===== src/rtl/hack_pkg.sv =====
// Shared constants and types for the Hack CPU core and its ALU.
package hack_pkg;

  localparam int WIDTH  = 16;
  localparam int ADDR_W = 15;

  // Instruction bit positions
  localparam int I_TYPE = 15;  // 0 = A-instruction, 1 = C-instruction
  localparam int A_BIT  = 12;  // y operand select: 0 = A, 1 = M
  localparam int C_ZX   = 11;
  localparam int C_NX   = 10;
  localparam int C_ZY   = 9;
  localparam int C_NY   = 8;
  localparam int C_F    = 7;
  localparam int C_NO   = 6;
  localparam int D_A    = 5;
  localparam int D_D    = 4;
  localparam int D_M    = 3;
  localparam int J_LT   = 2;
  localparam int J_EQ   = 1;
  localparam int J_GT   = 0;

  // Two-phase instruction sequence to cover the registered ROM/RAM latency
  typedef enum logic {
    FETCH = 1'b0,
    EXEC  = 1'b1
  } state_t;

endpackage


===== src/rtl/hack_alu.sv =====
// Hack ALU: purely combinational, standard zx/nx/zy/ny/f/no semantics.
module hack_alu
  import hack_pkg::*;
#(
  parameter int W = WIDTH
) (
  input  logic [W-1:0] x,
  input  logic [W-1:0] y,
  input  logic         zx,
  input  logic         nx,
  input  logic         zy,
  input  logic         ny,
  input  logic         f,
  input  logic         no,
  output logic [W-1:0] out,
  output logic         zr,
  output logic         ng
);

  logic [W-1:0] x_z, x_n, y_z, y_n, res;

  // Operand conditioning, function select and output negation
  always_comb begin
    x_z = zx ? '0 : x;
    x_n = nx ? ~x_z : x_z;
    y_z = zy ? '0 : y;
    y_n = ny ? ~y_z : y_z;
    // Add wraps: carry out of the top bit is discarded
    res = f ? (x_n + y_n) : (x_n & y_n);
    out = no ? ~res : res;
  end

  assign zr = (out == '0);
  assign ng = out[W-1];

endmodule


===== src/rtl/hack_cpu.sv =====
// Hack CPU core: A/D/PC registers, FETCH/EXEC sequencer and C-instruction decode.
// Memory timing: pc and address_m are registered and stable for the whole
// instruction, so the synchronous ROM/RAM return instruction and in_m during
// EXEC. RAM captures out_m when write_m is high at the edge ending EXEC.
module hack_cpu
  import hack_pkg::*;
#(
  parameter int WIDTH  = hack_pkg::WIDTH,
  parameter int ADDR_W = hack_pkg::ADDR_W
) (
  input  logic              clk,
  input  logic              reset,
  input  logic [WIDTH-1:0]  instruction,
  input  logic [WIDTH-1:0]  in_m,
  output logic [WIDTH-1:0]  out_m,
  output logic              write_m,
  output logic [ADDR_W-1:0] address_m,
  output logic [ADDR_W-1:0] pc,
  output logic              fetch
);

  state_t            state, state_next;
  logic [WIDTH-1:0]  a_reg, a_next;
  logic [WIDTH-1:0]  d_reg, d_next;
  logic [ADDR_W-1:0] pc_reg, pc_next, pc_inc;
  logic [WIDTH-1:0]  y_op, alu_out;
  logic              alu_zr, alu_ng;
  logic              is_c, jmp, write_en;
  logic              unused_bits;

  // Bits 14:13 of a C-instruction carry no meaning
  assign unused_bits = ^instruction[14:13];

  assign is_c   = instruction[I_TYPE];
  assign y_op   = instruction[A_BIT] ? in_m : a_reg;
  assign pc_inc = pc_reg + ADDR_W'(1);
  assign jmp    = (instruction[J_LT] & alu_ng)
                | (instruction[J_EQ] & alu_zr)
                | (instruction[J_GT] & ~alu_zr & ~alu_ng);

  hack_alu #(.W(WIDTH)) u_alu (
    .x   (d_reg),
    .y   (y_op),
    .zx  (instruction[C_ZX]),
    .nx  (instruction[C_NX]),
    .zy  (instruction[C_ZY]),
    .ny  (instruction[C_NY]),
    .f   (instruction[C_F]),
    .no  (instruction[C_NO]),
    .out (alu_out),
    .zr  (alu_zr),
    .ng  (alu_ng)
  );

  // State register
  always_ff @(posedge clk) begin
    if (reset) state <= FETCH;
    else       state <= state_next;
  end

  // Next state, register next values and memory-side outputs
  always_comb begin
    state_next = state;
    a_next     = a_reg;
    d_next     = d_reg;
    pc_next    = pc_reg;
    out_m      = '0;
    write_en   = 1'b0;
    case (state)
      FETCH: begin
        state_next = EXEC;
      end
      EXEC: begin
        state_next = FETCH;
        if (!is_c) begin
          a_next  = instruction;
          pc_next = pc_inc;
        end else begin
          out_m    = alu_out;
          write_en = instruction[D_M];
          if (instruction[D_A]) a_next = alu_out;
          if (instruction[D_D]) d_next = alu_out;
          // Jump target is the A value from before this instruction
          pc_next = jmp ? a_reg[ADDR_W-1:0] : pc_inc;
        end
      end
      default: begin
        state_next = FETCH;
      end
    endcase
  end

  // A, D and PC registers; reset abandons any instruction in flight
  always_ff @(posedge clk) begin
    if (reset) begin
      a_reg  <= '0;
      d_reg  <= '0;
      pc_reg <= '0;
    end else begin
      a_reg  <= a_next;
      d_reg  <= d_next;
      pc_reg <= pc_next;
    end
  end

  assign write_m   = write_en & ~reset;
  assign address_m = a_reg[ADDR_W-1:0];
  assign pc        = pc_reg;
  assign fetch     = (state == FETCH);

endmodule

===== config.mk =====
export PLATFORM = sky130hd
export DESIGN_NAME = hack_cpu
export DESIGN_NICKNAME = d
export VERILOG_FILES = /design/src/rtl/hack_pkg.sv /design/src/rtl/hack_alu.sv /design/src/rtl/hack_cpu.sv
export SDC_FILE = /design/constraint.sdc
export NUM_CORES = 1
export LEC_CHECK = 0
export CORE_MARGIN = 2
export CORE_UTILIZATION = 40
export CTS_CLUSTER_DIAMETER = 30
export CTS_CLUSTER_SIZE = 24
export DETAILED_ROUTE_END_ITERATION = 8
export PLACE_DENSITY = 0.6
export SLEW_MARGIN = 40
export SYNTH_ARGS = -nofsm -noshare
export SYNTH_HDL_FRONTEND = slang
export SYNTH_SLANG_ARGS = --single-unit

===== constraint.sdc =====
create_clock -name clk -period 17.39 [get_ports clk]
set_input_delay 3.478 -clock clk [delete_from_list [all_inputs] [get_ports clk]]
set_output_delay 3.478 -clock clk [all_outputs]
set_load 0.02 [all_outputs]

==> summary.json, run 1 <==
{
  "cts_root_buffer": "clkbuf_8",
  "setup_viol": 0,
  "clock-skew-final_ns": 0.009287,
  "cts_hold_repair.buffers": 0,
  "dieWidth_um": 108.2,
  "synth-edff-count": 0,
  "synth.net_count": 623,
  "post_synth.cell_area_avg_um2": 7.610,
  "holdCritPathClass": "reg2reg",
  "drc_errors": 0,
  "cap_viol_max_count": 0,
  "grt_setup_unrepaired": "no",
  "numPortBuffers": 81,
  "timing.setup.critical_path_class": "in2out",
  "pwr_density_cell_nw_per_um2": 75.25,
  "h-tree-depth": 2,
  "grtUsageTotal_pct": 21.91,
  "final_common_cell": "clkdlybuf4s50_1",
  "antenna_violations_before_repair": 0,
  "finalNetCount": 662,
  "wl_um": 12840,
  "finalInstanceArea_um2": 5221,
  "final_layout_size_suffix_gt1_share_pct": 4.918,
  "end_kind": "output pin",
  "most-common-layout-cells": "clkdlybuf4s50_1 (78), nor2_1 (73), nand2_1 (51), dfxtp_1 (48), mux2i_1 (32)",
  "status": "finished clean",
  "hold_viol": 0,
  "synthArstFlopShare_pct": 0,
  "diodes": 0,
  "core_um2": 10700,
  "count_of_standard_cell_rows": 38,
  "syn-instance-count": 571,
  "via_count_of_the_first_global_routing_pass": 4014,
  "io-pin-count": 82,
  "cp_data_required_time_ns": 13.91,
  "finalWorstPathRequiredPeriod_ns": 11.18,
  "gp_routability_congestion": 0.9203,
  "timing.critical_path.from_type": "input pin",
  "cts_buffers": 5,
  "synthTopCellsByArea": "dfxtp_1 (22%), mux2i_1 (7.4%), nor2_1 (6.3%), xnor2_1 (5.8%), ha_1 (4.9%)",
  "grt_first_pass_wirelength_um": 20580,
  "yosys_warnings": 0,
  "routed-via-count": 4308,
  "path_max_fanout": 17,
  "drt-vias-per-instance": 5.744,
  "cts_tree": "built",
  "p_leak_nw": 1.900,
  "max_clock_freq_ghz": 0.08943,
  "detailed_place.area_um2": 5092,
  "dieArea_um2": 11710,
  "max-clock-path-buffers": 2,
  "overflow": 0,
  "slew_headroom_pct": 43.90,
  "detailedRoute.firstPassIterationCount": 7,
  "drt.antenna.violating_nets": 0,
  "final_min_period_over_clock_period_pct": 64.30,
  "grt_start_max_net_pins": 50,
  "cts_repair_resize_count": 0,
  "synth.distinct_cells": 55,
  "tns_ns": 0,
  "post-dp-hpwl_um": 9271,
  "die_y_um": 108.2,
  "clock_sink_count": 48,
  "synth.ff_latch_count": 48,
  "start_util_pct": 40.62,
  "clock_insertion_delay_worst_skew_ns": 0.31,
  "vdd.ir_drop.worst_mv": 0.03221,
  "worst_slew_pin_slew_ns": 0.8310,
  "finalCoreUtilization_pct": 48.81,
  "critPathArrivalTime_ns": 7.70,
  "layout-area-overhead-vs-synth_pct": 20.16,
  "setup_ws_ns": 6.209,
  "cts_setup_buffers": 0,
  "clk_pin_slew_worst_paths_ns": 0.10,
  "seq_area_frac_synth_pct": 22.11,
  "pre_cts_ws_ns": 6.244,
  "share_of_the_synthesized_area_in_the_top_cell_type_pct": 22.11,
  "synth_top_area_cell": "dfxtp_1",
  "syn_area_um2": 4345,
  "most_used_flip_flop_cell_after_synthesis": "dfxtp_1",
  "slew_viol_final": 0,
  "wire_per_inst_um": 17.11,
  "drt_iter0_markers": 300
}
## Yosys cell counts, types with 3 or more instances
library cell  number
buf_2              5
and3_1             7
o21ai_0           10
buf_1              5
mux2i_1           32
nand3b_1          14
clkbuf_1          29
nand3_1           19
a21boi_0           3
or3b_2             4
a211oi_1          16
nand2_1           51
o21ai_1            5
nor2_1            73
o211ai_1           3
inv_1              5
dfxtp_1           48
a21o_1             7
a41oi_1            3
a2111oi_0          5
nor2b_1           11
nand2b_1          18
nor3_1            11
ha_1              17
xor2_1            22
a2bb2oi_1         14
or3_1              3
xnor2_1           29
nand4b_1           8
a21oi_1           28
buf_4             15
nor3b_1            5
a31oi_1           18
## worst paths after layout
path                        from         to  slack, ns  depth (start not counted)
setup / recovery  instruction[9]  out_m[10]       6.21                         13
hold / removal          d_reg[7]   d_reg[7]       0.46                          2
setup reg to reg        a_reg[0]     pc[13]      12.59                         17
hold reg to reg         d_reg[7]   d_reg[7]       0.46                          2
## power breakdown
| group | total [W] | switching (W) | internal (W) |
|---|---|---|---|
| combinational | 0.000171 | 0.0000973 | 0.0000733 |
| clock | 0.0000988 | 0.0000421 | 0.0000567 |
| sequential | 0.000123 | 0.00000708 | 0.000116 |
## layout make-up
type,count,area (µm²)
clock inverters,2,60.06
well taps,140,175.2
inverters,6,22.52
fillers,1062,5477
flip-flops and latches,48,960.9
repair buffers,88,848.3
clock buffers,5,68.82
multi-input cells,461,3085
## stage by stage
step	cells	total power, W	hold slack, ns
2_1_floorplan	571	0.0002479	0.4368
3_3_place_gp	743	0.0002935	0.4427
3_5_place_dp	743	0.0002957	0.4479
4_1_cts	750	0.0003940	0.4614
5_1_grt	750	0.0004149	0.4761
6_report	750	0.0003929	0.4609
## critical path: stages
cell and delay, ns:
clkdlybuf4s50_1 0.89, nor2_1 0.13, xor2_1 0.18, ha_1 0.29
fa_1 0.45, a211oi_2 0.26, o2111ai_1 0.25, a41oi_1 0.30
xnor2_1 0.14, mux2i_1 0.10, xnor2_1 0.41, nor2b_1 0.19
clkdlybuf4s50_1 0.62
## metal layers
metal,vias up,GRT usage [%],wire [µm]
met4,0,4.670,140
met2,151,35.98,5916
met3,11,3.556,869
met1,2040,30.28,5910
met5,-,0,0
li1,2106,-,-
## cell families (layout without fill, tap and decap cells)
family          after synthesis  after routing  share of synthesized area, %
compound gates              128            128                         20.73
xor+xnor                     51             51                         10.28
fa+ha+maj                    18             18                         5.356
buf+inv                      62            101                         7.141
flops                        48             48                         22.11
mux                          33             33                         7.717
simple gates                231            231                         26.66
(Power assumes the default switching activity.)
==> run 2: changes to the inputs <==
clock period = 10.41 ns   (was 17.39 ns; I/O delays follow)
==> run 2 against run 1 <==
Net effect:
- clock skew decreased by 0.0027 ns
- register-to-register slack got worse by 6.9 ns
- final cell count unchanged
- sequential power increased by 67%
- wire length decreased by 0.75%
- total power increased by 54%
- final area decreased by 0.79%
- first-iteration DRC count decreased by 9.3%
- global-route usage decreased by 0.36 points
- via count decreased by 1.2%
- combinational power increased by 68%
- core utilization decreased by 0.39 points
- largest cell class unchanged
- highest routed layer unchanged
==> summary.json, run 2 (same netlist as run 1, synthesis figures left out) <==
{
  "cp_data_required_time": {"value": 8.33, "unit": "ns", "change": "-5.58 ns"},
  "worst_slew_pin_slew": {"value": 0.6794, "unit": "ns", "change": "-0.1516 ns"},
  "p_leak": {"value": 1.879, "unit": "nW", "change": "-1.1%"},
  "dieWidth": {"value": 108.2, "unit": "µm", "change": "unchanged"},
  "final.hold.worst_slack": {"value": 0.4643, "unit": "ns", "change": "+0.003426 ns"},
  "finalWorstPathRequiredPeriod_ns": 8.349,
  "cts_repair_resize_count": {"value": 0, "change": "unchanged"},
  "final_common_cell": "clkdlybuf4s50_1",
  "hold_viol": {"value": 0, "change": "unchanged"},
  "rr_worst_depth": {"value": 17, "change": "unchanged"},
  "finalNetCount": {"value": 662, "change": "unchanged"},
  "cap_viol_max_count": {"value": 0, "change": "unchanged"},
  "path_max_fanout": {"value": 17, "change": "unchanged"},
  "path_buf_inv": {"value": 2, "change": "unchanged"},
  "cts_tree": "built",
  "tns": {"value": 0, "unit": "ns", "change": "unchanged"},
  "max-clock-path-buffers": {"value": 2, "change": "unchanged"},
  "gp_routability_congestion": {"value": 0.9055, "change": "-1.6%"},
  "crit_path_start": "instruction[11]",
  "grtUsageTotal": {"value": 21.56, "unit": "%", "change": "-0.36 points"},
  "detailedRoute.firstPassIterationCount": {"value": 5, "change": "-2"},
  "cp_num_cells": {"value": 13, "change": "unchanged"},
  "slew_viol_final": {"value": 0, "change": "unchanged"},
  "drt.antenna.violating_nets": {"value": 0, "change": "unchanged"},
  "total_switching_power": {"value": 0.0002418, "unit": "W", "change": "+65%"},
  "numPortBuffers": {"value": 81, "change": "unchanged"},
  "io-pin-count": {"value": 82, "change": "unchanged"},
  "cts_hold_repair.buffers": {"value": 0, "change": "unchanged"},
  "via_count_of_the_first_global_routing_pass": {"value": 3901, "change": "-2.8%"},
  "dpl.cell_count": {"value": 743, "change": "unchanged"},
  "grt_start_max_net_pins": {"value": 50, "change": "unchanged"},
  "comb_power_share": {"value": 47.5, "unit": "%", "change": "+4.1 points"},
  "count_of_standard_cell_rows": {"value": 38, "change": "unchanged"},
  "antenna_violations_before_repair": {"value": 0, "change": "unchanged"},
  "cp_top_family": "buffers and inverters",
  "cts_setup_buffers": {"value": 0, "change": "unchanged"},
  "setup_viol": {"value": 0, "change": "unchanged"},
  "core": {"value": 10700, "unit": "µm²", "change": "unchanged"},
  "pwr_density_cell": {"value": 116.8, "unit": "nW/µm²", "change": "+55%"},
  "h-tree-depth": {"value": 2, "change": "unchanged"},
  "slew_headroom": {"value": 54.62, "unit": "%", "change": "+11 points"},
  "clock-skew-final": {"value": 0.006592, "unit": "ns", "change": "-0.002694 ns"},
  "timing.setup.critical_path_class": "in2out",
  "final_cell_count_no_fill": {"value": 750, "change": "unchanged"},
  "cts_root_buffer": "clkbuf_8",
  "drt-vias-per-instance": {"value": 5.677, "change": "-1.2%"},
  "routed-via-count": {"value": 4258, "change": "-1.2%"},
  "clk_pin_slew_worst_paths": {"value": 0.09, "unit": "ns", "change": "about the same"},
  "diodes": {"value": 0, "change": "unchanged"},
  "critPathArrivalTime": {"value": 6.27, "unit": "ns", "change": "-1.43 ns"},
  "layout-area-overhead-vs-synth_pct": 19.21,
  "wl": {"value": 12740, "unit": "µm", "change": "-0.75%"},
  "endpoint": "out_m[10]",
  "end_kind": "output pin",
  "drt_iter0_markers": {"value": 272, "change": "-9.3%"},
  "final_min_period_over_clock_period_pct": 80.21,
  "p_sw_share": {"value": 39.98, "unit": "%", "change": "+2.7 points"},
  "max_clock_freq_ghz": 0.1198,
  "post-dp-hpwl": {"value": 9315, "unit": "µm", "change": "+0.48%"},
  "worstPathCellList": "clkdlybuf4s50_1 > nand2b_1 > xnor2_1 > ha_1 > fa_1 > a211oi_2 > o2111ai_1 > a41oi_1 > xnor2_1 > mux2i_1 > xnor2_1 > nor2b_1 > clkdlybuf4s50_1",
  "status": "finished clean",
  "final_layout_size_suffix_gt1_share": {"value": 5.246, "unit": "%", "change": "+0.33 points"},
  "clock_insertion_delay_worst_skew": {"value": 0.30, "unit": "ns", "change": "about the same"},
  "internal_power": {"value": 0.0003631, "unit": "W", "change": "+47%"},
  "dieArea": {"value": 11710, "unit": "µm²", "change": "unchanged"},
  "holdCritPathClass": "reg2reg",
  "grt_setup_unrepaired": "no",
  "regToRegStartpoint": "a_reg[0]",
  "die_y": {"value": 108.2, "unit": "µm", "change": "unchanged"},
  "overflow": {"value": 0, "change": "unchanged"},
  "crit_path_max_incr_delay": {"value": 0.72, "unit": "ns", "change": "-0.17 ns"},
  "worst_reg2reg_setup_slack": {"value": 5.66, "unit": "ns", "change": "-6.93 ns"},
  "cts_buffers": {"value": 5, "change": "unchanged"},
  "grt_first_pass_wirelength": {"value": 20180, "unit": "µm", "change": "-2.0%"},
  "wire_per_inst": {"value": 16.99, "unit": "µm", "change": "-0.75%"},
  "timing.critical_path.from_type": "input pin",
  "timing.critical_path.mode_cell": "xnor2_1",
  "p_seq_share": {"value": 34.1, "unit": "%", "change": "+2.7 points"},
  "drc_errors": {"value": 0, "change": "unchanged"},
  "critical_path.slowest_cell": "clkdlybuf4s50_1",
  "start_util": {"value": 40.62, "unit": "%", "change": "unchanged"},
  "clock_sink_count": {"value": 48, "change": "unchanged"},
  "most-common-layout-cells": "clkdlybuf4s50_1 (78), nor2_1 (73), nand2_1 (51), dfxtp_1 (48), mux2i_1 (32)",
  "vdd.ir_drop.worst": {"value": 0.06794, "unit": "mV", "change": "+110%"},
  "fraction_of_power_consumed_by_the_clock_network": {"value": 18.4, "unit": "%", "change": "-6.7 points"},
  "worstReg2RegEnd": "pc[12]"
}
run 2: cell types whose count changed in the layout (fill, tap and decap cells not counted):
cell | previous run | this run
o21a_2 | 0 | 1
clkinv_2 | 0 | 1
clkinvlp_4 | 0 | 1
bufinv_16 | 2 | 0
o21a_1 | 2 | 1
o311ai_0 | 1 | 0
nor3_1 | 11 | 10
o311ai_1 | 0 | 1
nor3_2 | 0 | 1
run 2: stage by stage:
stage / area, µm² / total power [W] / util, % / setup WS (ns)
final: 5180 / 0.0006049 / 48.42 / 2.061
after global routing: 5180 / 0.0006445 / 48.42 / 1.689
after CTS: 5179 / 0.0006078 / 48.41 / 1.903
after detailed placement: 5097 / 0.0004947 / 47.65 / 1.943
after global placement: 5097 / 0.0004904 / 47.65 / 1.650
after floorplan: 4345 / 0.0004140 / - / 2.908
run 2: layout make-up:
type	instances	area, µm²
multi-input combinational	461	3092
tap	140	175.2
timing repair buffer	88	848.3
sequential	48	960.9
clock inverter	2	12.51
clock buffer	5	68.82
inverter	6	22.52
fill	1079	5518
run 2: worst min path at each step:
stage,cells past startpoint,slack (ns),startpoint,to
finish,2,0.46,d_reg[12],d_reg[12]
global route,2,0.49,d_reg[4],d_reg[4]
CTS,2,0.47,d_reg[8],d_reg[8]
detailed placement,2,0.45,d_reg[8],d_reg[8]
global placement,2,0.44,d_reg[12],d_reg[12]
floorplan,2,0.44,d_reg[0],d_reg[0]
run 2: power by group through the flow:
stage | combinational [W] | clock (W) | sequential [W]
3_3_place_gp | 0.000280 | 0 | 0.000210
5_1_grt | 0.000315 | 0.000121 | 0.000208
4_1_cts | 0.000287 | 0.000115 | 0.000206
3_5_place_dp | 0.000284 | 0 | 0.000211
6_report | 0.000287 | 0.000111 | 0.000206
2_1_floorplan | 0.000204 | 0 | 0.000210
run 2: worst reg2reg max path: cells and delay by family, from the launching register on:
family,cells,cell delay (ns)
compound gates,9,2.29
xor+xnor,2,0.35
fa+ha+maj,2,0.73
buf+inv,1,0.39
flops,1,0.35
mux,1,0.14
simple gates,2,0.36
run 2: routing by layer:
metal | GRT usage, % | up-vias | wire length [µm]
li1 | - | 2109 | -
met1 | 29.58 | 2007 | 5945
met2 | 35.44 | 120 | 5935
met3 | 2.893 | 22 | 619
met4 | 5.952 | 0 | 238
met5 | 0 | - | 0
